## config.mk

```make
export PLATFORM = sky130hd
export DESIGN_NAME = seven_seg_scan_ctrl_flat
export DESIGN_NICKNAME = d
export VERILOG_FILES = /design/src/rtl/seven_seg_scan_ctrl_if.sv /design/src/rtl/seven_seg_scan_ctrl.sv /design/src/flat_wrapper.sv
export SDC_FILE = /design/constraint.sdc
export NUM_CORES = 1
export LEC_CHECK = 0
export BUFFER_PORTS_ARGS = -buffer_cell sky130_fd_sc_hd__buf_2
export CAP_MARGIN = 20
export CORE_MARGIN = 5
export CORE_UTILIZATION = 40
export DETAILED_ROUTE_END_ITERATION = 7
export GPL_ROUTABILITY_DRIVEN = 0
export HOLD_SLACK_MARGIN = 0.03
export MAX_ROUTING_LAYER = met4
export PLACE_DENSITY = 0.59
export SKIP_LAST_GASP = 1
export SYNTH_ARGS = -nofsm -noshare
export SYNTH_HDL_FRONTEND = slang
export SYNTH_SLANG_ARGS = --single-unit
```

## constraint.sdc

```tcl
create_clock -name clk -period 2.5 [get_ports clk]
set_input_delay 0.25 -clock clk [delete_from_list [all_inputs] [get_ports clk]]
set_output_delay 0.25 -clock clk [all_outputs]
set_load 0.005 [all_outputs]
```

## src/rtl/seven_seg_scan_ctrl_if.sv

```systemverilog
// Bus bundle for the 7-segment scan controller: load/ack handshake,
// the value inputs and the display drive outputs.
interface seven_seg_scan_ctrl_if #(
  parameter int NUM_DIGITS = 4
);
  logic                    load;
  logic [4*NUM_DIGITS-1:0] value;
  logic [NUM_DIGITS-1:0]   dp_in;
  logic [NUM_DIGITS-1:0]   digit_en;
  logic                    ack;
  logic                    frame_tick;
  logic [NUM_DIGITS-1:0]   an;
  logic [6:0]              seg;
  logic                    dp;

  modport master (
    output load, value, dp_in, digit_en,
    input  ack, frame_tick, an, seg, dp
  );

  modport slave (
    input  load, value, dp_in, digit_en,
    output ack, frame_tick, an, seg, dp
  );
endinterface

```

## src/rtl/seven_seg_scan_ctrl.sv

```systemverilog
// Time-multiplexed common-anode 7-segment scanner with a shadow display value
// that is only updated at frame boundaries via a load/ack handshake.
module seven_seg_scan_ctrl #(
  parameter int NUM_DIGITS   = 4,
  parameter int REFRESH_DIV  = 100000,
  parameter int BLANK_CYCLES = 1000
) (
  input  logic                  clk,
  input  logic                  rst_n,
  seven_seg_scan_ctrl_if.slave  bus
);
  localparam int CNT_W = (REFRESH_DIV > 1) ? $clog2(REFRESH_DIV) : 1;
  localparam int IDX_W = (NUM_DIGITS > 1) ? $clog2(NUM_DIGITS) : 1;
  localparam int VW    = 4 * NUM_DIGITS;

  typedef enum logic {PH_BLANK, PH_DRIVE} phase_e;

  logic [CNT_W-1:0]      cnt_q, cnt_d;
  logic [IDX_W-1:0]      idx_q, idx_d;
  logic [VW-1:0]         shadow_q, shadow_d;
  logic [NUM_DIGITS-1:0] shadow_dp_q, shadow_dp_d;
  logic [VW-1:0]         pend_q, pend_d;
  logic [NUM_DIGITS-1:0] pend_dp_q, pend_dp_d;
  logic                  pend_vld_q, pend_vld_d;
  logic [NUM_DIGITS-1:0] an_q, an_d;
  logic [6:0]            seg_q, seg_d;
  logic                  dp_q, dp_d;
  logic                  ack_q, ack_d;
  logic                  tick_q, tick_d;

  logic                  cnt_wrap, idx_last, boundary;
  logic [VW-1:0]         shifted;
  logic [3:0]            nib;
  phase_e                phase;

  function automatic logic [6:0] decode(input logic [3:0] n);
    case (n)
      4'h0: decode = 7'h40;  4'h1: decode = 7'h79;
      4'h2: decode = 7'h24;  4'h3: decode = 7'h30;
      4'h4: decode = 7'h19;  4'h5: decode = 7'h12;
      4'h6: decode = 7'h02;  4'h7: decode = 7'h78;
      4'h8: decode = 7'h00;  4'h9: decode = 7'h10;
      4'hA: decode = 7'h08;  4'hB: decode = 7'h03;
      4'hC: decode = 7'h46;  4'hD: decode = 7'h21;
      4'hE: decode = 7'h06;  default: decode = 7'h0E;
    endcase
  endfunction

  always_comb begin
    cnt_wrap = (cnt_q == CNT_W'(REFRESH_DIV - 1));
    idx_last = (idx_q == IDX_W'(NUM_DIGITS - 1));
    boundary = cnt_wrap && idx_last;
    phase    = (int'(cnt_q) < BLANK_CYCLES) ? PH_BLANK : PH_DRIVE;
    shifted  = shadow_q >> {idx_q, 2'b00};
    nib      = shifted[3:0];
  end

  always_comb begin
    cnt_d       = cnt_wrap ? '0 : cnt_q + 1'b1;
    idx_d       = idx_q;
    shadow_d    = shadow_q;
    shadow_dp_d = shadow_dp_q;
    pend_d      = pend_q;
    pend_dp_d   = pend_dp_q;
    pend_vld_d  = pend_vld_q;
    an_d        = '1;
    seg_d       = 7'h7F;
    dp_d        = 1'b1;
    ack_d       = boundary && (pend_vld_q || bus.load);
    tick_d      = boundary;

    if (cnt_wrap) begin
      idx_d = idx_last ? '0 : idx_q + 1'b1;
    end

    // A load on the boundary cycle bypasses the pending regs and wins over them.
    if (boundary) begin
      if (bus.load) begin
        shadow_d    = bus.value;
        shadow_dp_d = bus.dp_in;
      end else if (pend_vld_q) begin
        shadow_d    = pend_q;
        shadow_dp_d = pend_dp_q;
      end
      pend_vld_d = 1'b0;
    end else if (bus.load) begin
      pend_d     = bus.value;
      pend_dp_d  = bus.dp_in;
      pend_vld_d = 1'b1;
    end

    if (phase == PH_DRIVE && bus.digit_en[idx_q]) begin
      an_d[idx_q] = 1'b0;
      seg_d       = decode(nib);
      dp_d        = ~shadow_dp_q[idx_q];
    end
  end

  always_ff @(posedge clk or negedge rst_n) begin
    if (!rst_n) begin
      cnt_q       <= '0;
      idx_q       <= '0;
      shadow_q    <= '0;
      shadow_dp_q <= '0;
      pend_q      <= '0;
      pend_dp_q   <= '0;
      pend_vld_q  <= 1'b0;
      an_q        <= '1;
      seg_q       <= 7'h7F;
      dp_q        <= 1'b1;
      ack_q       <= 1'b0;
      tick_q      <= 1'b0;
    end else begin
      cnt_q       <= cnt_d;
      idx_q       <= idx_d;
      shadow_q    <= shadow_d;
      shadow_dp_q <= shadow_dp_d;
      pend_q      <= pend_d;
      pend_dp_q   <= pend_dp_d;
      pend_vld_q  <= pend_vld_d;
      an_q        <= an_d;
      seg_q       <= seg_d;
      dp_q        <= dp_d;
      ack_q       <= ack_d;
      tick_q      <= tick_d;
    end
  end

  assign bus.an         = an_q;
  assign bus.seg        = seg_q;
  assign bus.dp         = dp_q;
  assign bus.ack        = ack_q;
  assign bus.frame_tick = tick_q;
endmodule

```

## src/flat_wrapper.sv

```systemverilog
// flat-port wrapper written by rule: the top's interface ports become plain ports
module seven_seg_scan_ctrl_flat 
#(
  parameter int NUM_DIGITS   = 4,
  parameter int REFRESH_DIV  = 100000,
  parameter int BLANK_CYCLES = 1000
)
  (clk, rst_n, bus_load, bus_value, bus_dp_in, bus_digit_en, bus_ack, bus_frame_tick, bus_an, bus_seg, bus_dp);
  seven_seg_scan_ctrl_if #(.NUM_DIGITS(NUM_DIGITS)) bus_i ();
  input  logic clk;
  input  logic rst_n;
  input wire logic [$bits(bus_i.load)-1:0] bus_load;
  input wire logic [$bits(bus_i.value)-1:0] bus_value;
  input wire logic [$bits(bus_i.dp_in)-1:0] bus_dp_in;
  input wire logic [$bits(bus_i.digit_en)-1:0] bus_digit_en;
  output wire logic [$bits(bus_i.ack)-1:0] bus_ack;
  output wire logic [$bits(bus_i.frame_tick)-1:0] bus_frame_tick;
  output wire logic [$bits(bus_i.an)-1:0] bus_an;
  output wire logic [$bits(bus_i.seg)-1:0] bus_seg;
  output wire logic [$bits(bus_i.dp)-1:0] bus_dp;
  assign bus_i.load = bus_load;
  assign bus_i.value = bus_value;
  assign bus_i.dp_in = bus_dp_in;
  assign bus_i.digit_en = bus_digit_en;
  assign bus_ack = bus_i.ack;
  assign bus_frame_tick = bus_i.frame_tick;
  assign bus_an = bus_i.an;
  assign bus_seg = bus_i.seg;
  assign bus_dp = bus_i.dp;
  seven_seg_scan_ctrl #(.NUM_DIGITS(NUM_DIGITS), .REFRESH_DIV(REFRESH_DIV), .BLANK_CYCLES(BLANK_CYCLES)) u_core (.clk(clk), .rst_n(rst_n), .bus(bus_i));
endmodule
```

# After elaboration in Yosys (flattened, before gate mapping)
# Memory sizes are Yosys's and may differ from the RTL's.
# Cells that the tools add are included.
# word_totals
ff_bits	74
latch_bits	0
ram_bits	0
romBits	112
inputBits	27
word_cells	51
mem_count	1
# mem_list
memory	words	word_bits	rd	rd_ports_with_merged_regs	write_ports	line_no	rtl
(name not given)	16	7	1	0	0	seven_seg_scan_ctrl.sv:37	case (n)
# op_classes
n_addsub	2
n_mul	0
n_div	0
n_lt_le_gt_ge	3
n_eq_ne	2
shifts	1
mux	18
n_bitwise	3
n_reduce_logical	9
# op_table
operator	n
$mux W16	2
$add A17 B1 Y17 const B	1
$eq A17 B17 Y1 const B	1
$lt A17 B10 Y1 const B	1
$mux W17	1
$shr A16 B4 Y4	1
$mux W4	3
$mux W1	7
$mux W7	1
$bmux W1 S2	2
$logic_and A1 B1 Y1	4
$not A4 Y4	1
$reduce_and A2 Y1	2
$reduce_bool A2 Y1	2
$lt A2 B3 Y1 const B	1
$add A2 B1 Y2 const B	1
$demux W1 S2	1
$eq A2 B2 Y1 const B	1
$ge A2 B1 Y1 const B	1
$mux W2	1
$not A1 Y1	2
$logic_or A1 B1 Y1	1

# Longest topological paths before layout
# Gate-level depths: netlist of run 1.
# logic_depth
word_depth	6
mapped_depth	8
depth_no_buf	7

# Worst setup path after synthesis of run 1
# Ideal clock, no wire load.
# synth_timing
kind	reg2reg
startpoint	reg u_core.cnt_q[12]
endpoint	reg u_core.pend_dp_q[0]
setup_time_ns	0.125
t_arrival_ns	2.022
path_slack_ns	0.353
path_stages_with_launch	7
n_path_buf	1
period_less_slack_ns	2.147
path_cell_list	dfrtp_1 or4_4 nor4_4 and2_4 nor2_2 buf_6 mux2_4
# synth_via
elab_chain_len	4
# synth_rtl
item	line_no	rtl
start, declared	seven_seg_scan_ctrl.sv:18	logic [CNT_W-1:0] cnt_q, cnt_d;
start signal, assigned	seven_seg_scan_ctrl.sv:114	cnt_q <= cnt_d;
$eq A17 B17 Y1	seven_seg_scan_ctrl.sv:50	cnt_wrap = (cnt_q == CNT_W'(REFRESH_DIV - 1));
$logic_and A1 B1 Y1	seven_seg_scan_ctrl.sv:52	boundary = cnt_wrap && idx_last;
net u_core.boundary	seven_seg_scan_ctrl.sv:31	logic cnt_wrap, idx_last, boundary;
$not A1 Y1 (no source line)	-	
$reduce_and A2 Y1 (no source line)	-	
end signal, assigned	seven_seg_scan_ctrl.sv:119	pend_dp_q <= pend_dp_d;
end, declared	seven_seg_scan_ctrl.sv:23	logic [NUM_DIGITS-1:0] pend_dp_q, pend_dp_d;
# The timed path passes the listed nets, and every way through them passes these cells.
# A chain may end at the register's enable or synchronous reset.

# Worst setup path in the final report of run 1
# layout_timing
startpoint	reg u_core.cnt_q[12]
endpoint	reg u_core.shadow_q[10]
# layout_via
elab_chain_len	3
# layout_rtl
item	line_no	rtl
$eq A17 B17 Y1	seven_seg_scan_ctrl.sv:50	
$logic_and A1 B1 Y1	seven_seg_scan_ctrl.sv:52	
$reduce_and A2 Y1 (no source line)	-	
end signal, assigned	seven_seg_scan_ctrl.sv:116	shadow_q <= shadow_d;
end, declared	seven_seg_scan_ctrl.sv:20	logic [VW-1:0] shadow_q, shadow_d;
# No other way between the ends.

==> out/qor.txt, run 1 <==
Final WS setup: 0.246 ns
Worst Tran Pin Value: 0.674 ns
Largest net degree at the start of global routing: 48
Synth warn: 0
Achievable frequency: 444 MHz
Register area: 1870 um2
Hold Crit Class: primary input to flip-flop
Cell with the most instances after synthesis: dfrtp_1
Cts-stage hold buffer count: 1
Mapped Area: 3680 um2
Gr busiest metal: met1
Final hold viol count: 0
CTS max path bufs: 2
HPWL Detailed: 5.18 mm
Wirelength, routed: 7.32 mm
Vias per std cell: 5.15
Vias: 2472
Root buffer cell: clkbuf_8
Crit path max-delay cell type: or4_4
Initial core utilization: 0.404
Mux cell area share after synthesis: 0.124
Post-place setup slack: 0.275 ns
Total grt overflow: 0
Cell-internal power: 1.98 mW
Number of H-tree levels: 3
Sw Ratio: 0.221
Top post-synthesis cells by area: dfrtp_1, dfstp_2, mux2_4
Cells resized by post-CTS repair: 0
Crit path cell chain: or4_4, nor4_4, and2_1, and2b_1, buf_4, a2bb2oi_1
Cells after Synth: 319
Met2 usage: 0.199
Worst skew pair latency: 0.34 ns
Ys flop type: dfrtp_1
Largest area contributor in the netlist: dfrtp_1
Comb power frac: 0.066
CTS buffer count: 9
Compound-gate portion of the synthesized area: 0.112
Final slew viol count: 0
IO Count: 41
Crit. End Element: flip-flop
Vias in the first global route: 2398
Area occupied by multi-input gates: 1630 um2
Synth top area share: 0.421
WL/cell: 15.3 um
Core Region: 9110 um2
First-pass GRT wire length: 12.5 mm
Postcts setup bufs: 0
Largest family of logic cells by synthesized area: simple AND/OR/NAND/NOR gates
Grt met1 use: 0.210
Sequential Power Share: 0.492
CTS tree: done
Area Overhead vs Synth: 16.3%
Critical path class: flip-flop to flip-flop
M3 GR Usage: 0.0285
Post-DRT Antenna Nets: 0
DRT iter0 DRCs: 103
Initial antenna violation count: 0
Arrival @ worst endpoint: 2.51 ns
Sw power: 0.561 mW
Simple-Gate Fraction of Synth Area: 0.126
Yosys cell types: 40
Adder-Cell Fraction of Synth Area: 0.0374
Startpoint type of the worst setup path: flip-flop
Leak: 1.97 nW
Mapped Avg Cell Area: 11.5 um2
Critical path required time: 2.76 ns
Placed instance area: 4030 um2
Sequential area share after synthesis: 0.507
Fin crit period: 2.25 ns
CP max FO: 16
Clock Sinks: 74
Gr usage total: 0.144
Filler cell count: 877
Antenna cell count: 0
Setup violations, final: 0
Worst ir drop on vdd: 0.363 mV
CTS clk-pin slew, worst paths: 0.09 ns
Die height: 106 um
Max Clock Skew: 0.0109 ns
Fin cells: 480
Final nets: 402
IO buf count: 40
Die area: 11200 um2
Share of synthesized registers carrying an async set or reset: 1.00
DR pass1 iterations: 4
RSZ-0062 raised after global routing: no
Status: completed
Clock share of power: 0.442
Total negative setup slack: 0 ns
Max-cap violations: 0
Slew margin rel.: 0.550
Yosys reg bits: 74
Critical Path Max Stage Delay: 0.57 ns
Design area: 4280 um2
Post-synthesis xor/xnor area fraction: 0.0428
Die Wd: 106 um
Synth top cells by count: dfrtp_1, nand3_1, o21ai_0, inv_1, mux2_4
Placed Cells: 463
Final Power: 2.54 mW
Share of cells above drive strength 1: 0.301
Final period util: 0.901
Power Density: 593 nW/um2
Drc violations: 0
Syn Nets: 357
Number of flops mapped to enable cells by yosys: 0
Row Count: 35
==> stage by stage <==
step / util / hold WS (ns)
floorplan: - / -0.0456
global placement: 0.443 / 0.327
detailed placement: 0.443 / 0.331
CTS: 0.470 / 0.127
global route: 0.470 / 0.128
finish: 0.470 / 0.140
==> final timing paths <==
path                                   from                   to  slack, ns  cells past startpoint
max                        u_core.cnt_q[12]  u_core.shadow_q[10]       0.25                      6
min                            bus_value[1]     u_core.pend_q[1]       0.14                      2
max reg2reg                u_core.cnt_q[12]  u_core.shadow_q[10]       0.25                      6
min reg2reg                 u_core.cnt_q[0]      u_core.cnt_q[0]       0.49                      1
max in group asynchronous             rst_n     u_core.bus.an[3]       1.29                      3
min in group asynchronous             rst_n     u_core.pend_q[7]       0.47                      2
==> state kept, by name (all words and copies together) (netlist names), 2 cells and up <==
register            count
u_core.cnt_q           17
u_core.bus.seg          7
u_core.bus.an           4
u_core.idx_q            2
u_core.shadow_dp_q      4
u_core.shadow_q        16
u_core.pend_dp_q        4
u_core.pend_q          16
==> metal layers <==
metal / vias up / part of all wire
met2: 38 / 0.44
met3: 8 / 0.030
met5: - / 0
li1: 1214 / -
met1: 1212 / 0.52
met4: 0 / 0.013
==> placed cells by master, fill, tap and decap left out, types with 12 or more instances in the layout <==
cell / n
mux2_4: 20
nor2_1: 15
a2bb2oi_1: 16
dfstp_2: 12
nand3_1: 28
nand2_1: 17
inv_1: 22
o21ai_0: 26
dfrtp_1: 62
buf_2: 40
==> kinds of logic after synthesis <==
| family | count (synthesis) |
|---|---|
| buf+inv | 41 |
| flops | 74 |
| simple gates | 84 |
| mux | 27 |
| fa+ha+maj | 11 |
| compound gates | 64 |
| xor+xnor | 18 |
==> layout make-up <==
cell class | count | area share
clock buffer | 9 | 0.0289
clock inverter | 7 | 0.0275
inverter | 23 | 0.0202
multi-input combinational | 204 | 0.381
sequential | 74 | 0.436
tap | 111 | 0.0324
timing repair buffer | 52 | 0.0742
==> worst max-delay path: cells and delay by family (launching register included) <==
kind | cells | cell delay, ns
buf+inv | 1 | 0.20
simple gates | 4 | 1.35
flops | 1 | 0.43
compound gates | 1 | 0.19
==> power groups by stage <==
stage | combinational [mW] | sequential [mW] | clock, mW
final | 0.167 | 1.25 | 1.12
after global routing | 0.187 | 1.25 | 1.20
after CTS | 0.171 | 1.25 | 1.15
after detailed placement | 0.169 | 1.27 | 0
after global placement | 0.165 | 1.27 | 0
after floorplan | 0.0997 | 1.26 | 0
Power figures use the tool's default switching activity.
==> run 2: changes to the inputs <==
--- a/config.mk
+++ b/config.mk
@@ -10,4 +10,5 @@
 export CORE_MARGIN = 5
 export CORE_UTILIZATION = 40
+export CTS_BUF_LIST = sky130_fd_sc_hd__clkbuf_4 sky130_fd_sc_hd__clkbuf_8 sky130_fd_sc_hd__clkbuf_16
 export DETAILED_ROUTE_END_ITERATION = 7
 export GPL_ROUTABILITY_DRIVEN = 0
==> constraint.sdc (replaced) <==
create_clock -name clk -period 2.5 [get_ports clk]
set_input_delay 0.625 -clock clk [delete_from_list [all_inputs] [get_ports clk]]
set_output_delay 0.625 -clock clk [all_outputs]
set_load 0.005 [all_outputs]
==> run 2 against run 1 <==
Net effect: sequential share of layout area grew 0.40 points; die area stayed put; clock power is 18% lower; clock-buffer cell count up 3; sequential power barely moved; first-iteration DRC count rose by 42%.
==> out/qor.txt, run 2 (synthesized netlist as in run 1, its figures left out) <==
RSZ-0062 raised after global routing: no
Initial core utilization: 0.404
R2r setup slk: 0.26 ns
Post-DRT Antenna Nets: 0
Placed Cells: 464
Fin cells: 479
Total negative setup slack: 0 ns
Drc violations: 0
CTS clk-pin slew, worst paths: 0.08 ns
Postcts setup bufs: 0
Critical path required time: 2.72 ns
Filler cell count: 844
Register name with the most flops: u_core.cnt_q
Die Wd: 106 um
Hold_ws: 0.267 ns
Largest net degree at the start of global routing: 48
Commonest cells after routing, fill and taps aside: dfrtp_1, buf_2, nand3_1
IO buf count: 40
Row Count: 35
IO Count: 41
CTS buffer count: 9
Max-cap violations: 0
Die area: 11200 um2
Vias per std cell: 5.15
HPWL Detailed: 5.32 mm
Worst ir drop on vdd: 0.287 mV
Gr usage total: 0.146
Critical Path Max Stage Delay: 0.58 ns
Vias in the first global route: 2460
Core Region: 9110 um2
CP Buf/Inv Count: 1
CP max FO: 13
Post-place setup slack: 0.265 ns
Leak: 1.96 nW
Family with the most delay on the worst path: simple AND/OR/NAND/NOR gates
Wirelength, routed: 7.42 mm
Initial antenna violation count: 0
Crit path cell chain: or4_4, nor4_4, and2_4, nor2_2, buf_12, mux2_4
Crit. End Element: flip-flop
Arrival @ worst endpoint: 2.46 ns
Power Density: 551 nW/um2
Cells resized by post-CTS repair: 0
Hold Crit Class: primary input to async pin
Startpoint type of the worst setup path: flip-flop
Clock Sinks: 74
Area Overhead vs Synth: 15.3%
Root buffer cell: clkbuf_8
Critical path class: flip-flop to flip-flop
Commonest non-fill, non-tap cell in the layout: dfrtp_1
Setup violations, final: 0
DR pass1 iterations: 4
WL/cell: 15.5 um
Achievable frequency: 446 MHz
Antenna cell count: 0
Cts-stage hold buffer count: 0
Max Clock Skew: 0.00939 ns
Number of H-tree levels: 3
Final slew viol count: 0
Vias: 2467
Crit path max-delay cell type: or4_4
Worst Tran Pin Value: 0.613 ns
DRT iter0 DRCs: 146
Fin crit period: 2.24 ns
Biggest regs: u_core.cnt_q x17, u_core.pend_q x16, u_core.shadow_q x16
Share of cells above drive strength 1: 0.302
CTS max path bufs: 2
Status: completed
Final period util: 0.898
Slew margin rel.: 0.591
Worst skew pair latency: 0.34 ns
First-pass GRT wire length: 12.6 mm
Total grt overflow: 0
Final hold viol count: 0
Final WS setup: 0.256 ns
Max reg flops: 17
Die height: 106 um
CTS tree: done
Final nets: 402
## run 2: report_power, final
part / switching [mW] / leakage (nW) / internal [mW]
clock: 0.417 / 0.103 / 0.503
combinational: 0.0813 / 0.927 / 0.0896
sequential: 0.0197 / 0.927 / 1.23
## run 2: final cells by class
cell class | count | area [um2] | share of cell area
multi-input cells | 204 | 1630 | 0.384
repair buffers | 52 | 328 | 0.0772
clock buffers | 12 | 153 | 0.0360
flip-flops and latches | 74 | 1870 | 0.440
inverters | 23 | 86.3 | 0.0203
well taps | 111 | 139 | 0.0327
clock inverters | 3 | 40.0 | 0.00943
## run 2: final timing paths
path	to	from	depth (start not counted)
max	u_core.pend_q[2]	u_core.cnt_q[12]	6
min	u_core.pend_q[7]	rst_n	2
max reg2reg	u_core.pend_q[2]	u_core.cnt_q[12]	6
min reg2reg	u_core.cnt_q[0]	u_core.cnt_q[0]	1
max in group asynchronous	u_core.bus.seg[0]	rst_n	2
min in group clk	u_core.cnt_q[0]	u_core.cnt_q[0]	1
## run 2: worst register-to-register path: stages, from the launching register on
cell     delay, ns
dfrtp_1       0.43
or4_4         0.58
nor4_4        0.31
and2_4        0.20
nor2_2        0.12
buf_12        0.19
mux2_4        0.30
## run 2: layer usage
layer / routed length [um] / up-vias / GRT usage
met3: 312 / 5 / 0.0364
met2: 3250 / 49 / 0.205
met5: 0 / - / -
li1: - / 1214 / -
met4: 72 / 0 / 0.0416
met1: 3780 / 1199 / 0.210
## run 2: per-stage QoR
| step | total power, mW | utilization | instance area, um2 |
|---|---|---|---|
| global route | 2.45 | 0.466 | 4240 |
| finish | 2.34 | 0.466 | 4240 |
| CTS | 2.38 | 0.466 | 4240 |
| global placement | 1.44 | 0.445 | 4050 |
| detailed placement | 1.44 | 0.445 | 4050 |
| floorplan | 1.36 | - | 3680 |
